### config.mk
export PLATFORM = sky130hd
export DESIGN_NAME = sensor_conditioner
export DESIGN_NICKNAME = d
export VERILOG_FILES = /design/src/rtl/tlc_pkg.sv /design/src/rtl/debounce_channel.sv /design/src/rtl/sensor_conditioner.sv
export SDC_FILE = /design/constraint.sdc
export NUM_CORES = 1
export LEC_CHECK = 0
export BUFFER_PORTS_ARGS = -buffer_cell sky130_fd_sc_hd__clkbuf_2
export CAP_MARGIN = 25
export CORE_MARGIN = 2
export CORE_UTILIZATION = 53
export CTS_CLUSTER_DIAMETER = 50
export DETAILED_ROUTE_END_ITERATION = 8
export PLACE_DENSITY = 0.75
export SYNTH_ARGS = -nofsm -noshare
export SYNTH_HDL_FRONTEND = slang
export SYNTH_SLANG_ARGS = --single-unit
### constraint.sdc
create_clock -name CLOCK_50 -period 4.9 [get_ports CLOCK_50]
set_input_delay 0.49 -clock CLOCK_50 [delete_from_list [all_inputs] [get_ports CLOCK_50]]
set_output_delay 0.49 -clock CLOCK_50 [all_outputs]
set_load 0.01 [all_outputs]
### src/rtl/tlc_pkg.sv
// Shared types and constants for the sensor conditioner.
// Holds the request FSM states and wait-counter width.
package tlc_pkg;

  typedef enum logic {
    REQ_IDLE = 1'b0,
    REQ_PEND = 1'b1
  } req_state_e;

  localparam int DB_LEN_DEF = 4;
  localparam int WAIT_W     = 8;

endpackage

### src/rtl/debounce_channel.sv
// One sensor channel: synchronizer, debouncer, request FSM.
// SENSOR_WAIT_COUNT_EN adds a saturating pending-time counter.
module debounce_channel
  import tlc_pkg::*;
#(
  parameter int DB_LEN = DB_LEN_DEF,
  parameter int CNT_W  = 8
) (
  input  logic              clk_i,
  input  logic              rst_i,
  input  logic              tick_i,
  input  logic              raw_i,
  input  logic              ack_i,
`ifdef SENSOR_WAIT_COUNT_EN
  output logic [WAIT_W-1:0] wait_o,
`endif
  output logic              level_o,
  output logic              req_o
);

  logic             sync1_q, sync2_q;
  logic             level_q, level_d;
  logic             prev_q;
  logic [CNT_W-1:0] cnt_q, cnt_d;
  req_state_e       st_q, st_d;
  logic             rise;

  always_comb begin
    cnt_d   = cnt_q;
    level_d = level_q;
    if (tick_i) begin
      if (sync2_q != level_q) begin
        if (cnt_q == CNT_W'(DB_LEN - 1)) begin
          level_d = ~level_q;
          cnt_d   = '0;
        end else begin
          cnt_d = cnt_q + 1'b1;
        end
      end else begin
        cnt_d = '0;
      end
    end
  end

  assign rise = level_q & ~prev_q;

  // A rise in the same cycle as an ack keeps the request.
  always_comb begin
    st_d = st_q;
    unique case (st_q)
      REQ_IDLE: if (rise) st_d = REQ_PEND;
      REQ_PEND: if (!rise && ack_i) st_d = REQ_IDLE;
      default:  st_d = REQ_IDLE;
    endcase
  end

  always_ff @(posedge clk_i) begin
    if (rst_i) begin
      sync1_q <= 1'b0;
      sync2_q <= 1'b0;
      level_q <= 1'b0;
      prev_q  <= 1'b0;
      cnt_q   <= '0;
      st_q    <= REQ_IDLE;
    end else begin
      sync1_q <= raw_i;
      sync2_q <= sync1_q;
      level_q <= level_d;
      prev_q  <= level_q;
      cnt_q   <= cnt_d;
      st_q    <= st_d;
    end
  end

  assign level_o = level_q;
  assign req_o   = (st_q == REQ_PEND);

`ifdef SENSOR_WAIT_COUNT_EN
  logic [WAIT_W-1:0] wait_q, wait_d;

  always_comb begin
    wait_d = wait_q;
    if (st_q == REQ_PEND) begin
      if (st_d == REQ_IDLE) begin
        wait_d = '0;
      end else if (tick_i && (wait_q != '1)) begin
        wait_d = wait_q + 1'b1;
      end
    end
  end

  always_ff @(posedge clk_i) begin
    if (rst_i) begin
      wait_q <= '0;
    end else begin
      wait_q <= wait_d;
    end
  end

  assign wait_o = wait_q;
`endif

endmodule

### src/rtl/sensor_conditioner.sv
// Two independent debounced sensor channels for the light controller.
// SENSOR_WAIT_COUNT_EN adds north_wait/east_wait outputs.
module sensor_conditioner
  import tlc_pkg::*;
#(
  parameter int DB_LEN = DB_LEN_DEF,
  parameter int CNT_W  = 8
) (
  input  logic              CLOCK_50,
  input  logic              reset_PB0,
  input  logic              sample_tick,
  input  logic              north_raw,
  input  logic              east_raw,
  input  logic              north_ack,
  input  logic              east_ack,
`ifdef SENSOR_WAIT_COUNT_EN
  output logic [WAIT_W-1:0] north_wait,
  output logic [WAIT_W-1:0] east_wait,
`endif
  output logic              north_level,
  output logic              east_level,
  output logic              north_req,
  output logic              east_req,
  output logic              both_req
);

  debounce_channel #(
    .DB_LEN (DB_LEN),
    .CNT_W  (CNT_W)
  ) u_north (
    .clk_i   (CLOCK_50),
    .rst_i   (reset_PB0),
    .tick_i  (sample_tick),
    .raw_i   (north_raw),
    .ack_i   (north_ack),
`ifdef SENSOR_WAIT_COUNT_EN
    .wait_o  (north_wait),
`endif
    .level_o (north_level),
    .req_o   (north_req)
  );

  debounce_channel #(
    .DB_LEN (DB_LEN),
    .CNT_W  (CNT_W)
  ) u_east (
    .clk_i   (CLOCK_50),
    .rst_i   (reset_PB0),
    .tick_i  (sample_tick),
    .raw_i   (east_raw),
    .ack_i   (east_ack),
`ifdef SENSOR_WAIT_COUNT_EN
    .wait_o  (east_wait),
`endif
    .level_o (east_level),
    .req_o   (east_req)
  );

  assign both_req = north_req & east_req;

endmodule

# Word level (Yosys, flattened, before mapping)
# Index checks and enable logic that the tools add are counted.
word_totals:
  input_bits: 7
  output_inout_bits: 5
  word_cells: 43
  ff_bits: 26
classes:
  bitwise: 9
  mux: 10
  add_sub_neg: 2
  reduce_logical: 6
  n_eq_ne: 4
op_table:
  columns: ["cell", "count"]
  rows:
  - ["8-bit two-way mux", 4]
  - ["8-bit by 1-bit adder with 8-bit output (second input constant)", 2]
  - ["8-bit by 2-bit == test with 1-bit output (second input constant)", 2]
  - ["1-bit NOT", 6]
  - ["3-bit AND reduction", 2]
  - ["1-bit two-way mux", 4]
  - ["1-bit one-hot mux with 2 select lines", 2]
  - ["1-bit AND", 3]
  - ["1-bit logical AND", 2]
  - ["1-bit zero test", 2]
  - ["1-bit inequality test", 2]

# Depth between registers and ports, before layout
logic_depth:
  depth_word: 6
  mapped_depth: 5
  depth_no_buf: 4

# Cells and area by module
# From an unflattened synthesis, not the netlist that was laid out.
unflattened:
  cells_unflattened: 133
  hier_area_um2: 1179.9
by_module_without_submodules:
  columns: ["module", "cells_each", "area_each_um2", "n_inst", "seq_area_each_um2"]
  rows:
  - ["debounce_channel", 66, 586.8, 2, 260.2]
  - ["sensor_conditioner", 1, 6.3, 1, 0.0]

# Worst setup path after synthesis
# No wires, ideal clock.
synth_timing:
  kind: "reg2reg"
  startpoint: "register u_east.cnt_q[0]"
  endpoint: "register u_east.level_q, in the netlist u_east.level_o"
  n_path_buf: 0
  path_stages_with_launch: 5
  synth_period_minus_slack_ps: 1639
  required_time_ps: 4777
  setup_ps: 123
  setup_slack_ps: 3261
  arrival_ps: 1515
  path_cell_list: "dfxtp_1 -> ha_1 -> or4b_4 -> nor3_2 -> mux2_1"
synth_between:
  elab_chain_cells: 2
synth_rtl:
  columns: ["element", "line", "text"]
  rows:
  - ["start: declaration", "debounce_channel.sv:24", "logic [CNT_W-1:0] cnt_q, cnt_d;"]
  - ["start signal: assignment", "debounce_channel.sv:70", "cnt_q <= cnt_d;"]
  - ["8-bit by 2-bit == test with 1-bit output", "debounce_channel.sv:33", "if (cnt_q == CNT_W'(DB_LEN - 1)) begin"]
  - ["3-bit AND reduction (no source line)", null, null]
  - ["end signal: assignment", "debounce_channel.sv:68", "level_q <= level_d;"]
  - ["end: declaration", "debounce_channel.sv:22", "logic level_q, level_d;"]
# No other way between the ends.
# A chain may end at the register's enable or synchronous reset.

# Worst setup path after layout
# Same ends and word-level chain as after synthesis.

==> metrics.txt <==
area growth from synthesis to layout=7.73%; Syn Area/Cell=9.66 µm²; post-route cell area=1240 µm²; Die ar.=2560 µm²; Post-synth ARST share=0%; post-synth net total=128; Critical Path RT=5.10 ns; Critical Path End Type=flip-flop; Fmax=0.562 GHz; TNS Setup=0 ns; Total GRT Usage=18.6%; Num CTS Buffers=3; initial antenna violation count=0; CTS Buffer Depth=2; final antenna diode count=0; Post-synth EDFFs=0; grt ovf=0; routed wl met2=1.08 mm; # nets final=139; final-report max-slew violation count=0; clock slew at reported path FFs=0.12 ns; routed wl met3=92 µm; post-route ant nets=0; GPL Wtd Cong=0.803; unrepaired setup endpoints after global routing=false; CTS tree=yes; pwr dens=254 nW/µm²; HP Class=in2reg; register area share after synthesis=45.3%; # resized after CTS=0; via count=950; Via density=6.13; Max Cap Viol=0; Placed Area=1220 µm²; Fin. Hold Viols=0; Warnings, synthesis=0; status=finished clean; CTS Hold Bufs=0; #FFs+latches synth=26; Synth top area share=45.3%; area leader, netlist=dfxtp_1; critical path class=reg2reg; Pleak=0.423 nW; clock root buffer=clkbuf_4; drt total wl=2.15 mm; M1 WL=952 µm; clk_skew=0.00525 ns; final setup vio count=0; DP HPWL=1.53 mm; max layer used=met4; height of the chip=50.6 µm; Total Power=0.315 mW; crit path time final=1.78 ns; core area=2000 µm²; fin util=61.9%; pin slew with the least headroom to its limit=0.494 ns; share of cells above drive strength 1=15.6%; routed length per placed instance=13.9 µm; Netlist cell types=25; initial DRC count=9; largest cells by area after synthesis=dfxtp_1 45%, xor2_1 6.1%, a221oi_1 4.6%; # DRC=0; Die Wd=50.6 µm; vias in the first global route=853; Synth Cell Area=1150 µm²; Worst slew margin=67.1%; first-pass GRT wire length=3.65 mm; FP Rows=16; TritonRoute pass-1 iters=4; Syn Inst Count=119; Initial Util=57.4%; Port Buffers=11; CP arrival=1.98 ns; Fill cells=182; Synth Flop Type=dfxtp_1; CTS sink count=26; io pins=12; worst skew pair latency=0.31 ns; postcts setup bufs=0; period utilization=36.3%; crit-path max FO=4; # H-tree levels=1; CP Launch Type=flip-flop; Max VDD drop=0.178 mV; largest net degree at the start of global routing=27
[synthesized netlist by cell type (3+ instances only)]
cell       count
dfxtp_1       26
nand2_1       10
nor2b_1        8
xor2_1         8
or3_1          7
a211oi_1       6
a21oi_1        6
a221oi_1       6
nand4_1        6
o21ai_0        5
nand2b_1       4
o2111ai_1      4
buf_2          3
[per-layer routing]
layer	track usage, %	vias to the layer above
met5	0	-
met4	7.66	0
met3	3.57	4
met2	33.8	30
met1	21.1	450
li1	-	466
[registers in the layout (all words and copies together), names as in the netlist]
name             cells
u_east.cnt_q         8
u_east.level_o       1
u_east.prev_q        1
u_east.req_o         1
u_east.sync1_q       1
u_east.sync2_q       1
u_north.cnt_q        8
u_north.level_o      1
u_north.prev_q       1
u_north.req_o        1
u_north.sync1_q      1
u_north.sync2_q      1
[worst max-delay path: stages, from the launching register on]
cell,delay [ns]
dfxtp_1,0.41
ha_1,0.23
or4b_4,0.51
nor3_2,0.19
mux2_1,0.34
[metrics by stage]
step | worst slack [ns] | cells | hold WS, ns
2_1_floorplan | 3.26 | 119 | 0.414
3_3_place_gp | 3.05 | 152 | 0.422
3_5_place_dp | 2.92 | 152 | 0.432
4_1_cts | 3.11 | 155 | 0.383
5_1_grt | 3.03 | 155 | 0.383
6_report | 3.12 | 155 | 0.392
[area by class of cell]
cell class | count | area (µm²) | share of cell area (%)
inverter | 3 | 11.3 | 0.909
timing repair buffer | 11 | 55.1 | 4.44
multi-input combinational | 85 | 596 | 48.1
sequential | 26 | 520 | 42.0
clock buffer | 3 | 22.5 | 1.82
tap | 27 | 33.8 | 2.73
[kinds of logic after synthesis]
group | after synthesis | synth area share [%]
AO/OA/AOI/OAI | 30 | 18.5
adder cells (fa/ha/maj) | 2 | 2.18
buffers and inverters | 8 | 2.94
AND/OR/NAND/NOR | 43 | 23.1
XOR/XNOR | 8 | 6.09
multiplexers | 2 | 1.96
flip-flops | 26 | 45.3
[final timing paths]
kind | start | endpoint | slack (ns) | cells past startpoint
setup / recovery | u_east.cnt_q[0] | u_east.level_o | 3.12 | 4
hold / removal | east_raw | u_east.sync1_q | 0.39 | 2
setup reg to reg | u_east.cnt_q[0] | u_east.level_o | 3.12 | 4
hold reg to reg | u_north.sync1_q | u_north.sync2_q | 0.46 | 1
[cells in the final DEF, fill, tap and decap left out, types with 3 or more instances in the layout]
| cell type | n |
|---|---|
| nand2_1 | 10 |
| dfxtp_1 | 26 |
| o21ai_0 | 5 |
| a211oi_1 | 6 |
| a21oi_1 | 6 |
| clkbuf_4 | 3 |
| o2111ai_1 | 4 |
| xor2_1 | 8 |
| nand4_1 | 6 |
| nand2b_1 | 4 |
| nor2b_1 | 8 |
| a221oi_1 | 6 |
| or3_1 | 7 |
| clkbuf_2 | 11 |
[power by group]
| part | internal, mW | total, mW | switching (mW) |
|---|---|---|---|
| sequential | 0.213 | 0.214 | 0.00101 |
| combinational | 0.00444 | 0.0142 | 0.00972 |
| clock | 0.0287 | 0.0860 | 0.0573 |
No activity file was read; power rests on OpenSTA's default activity.
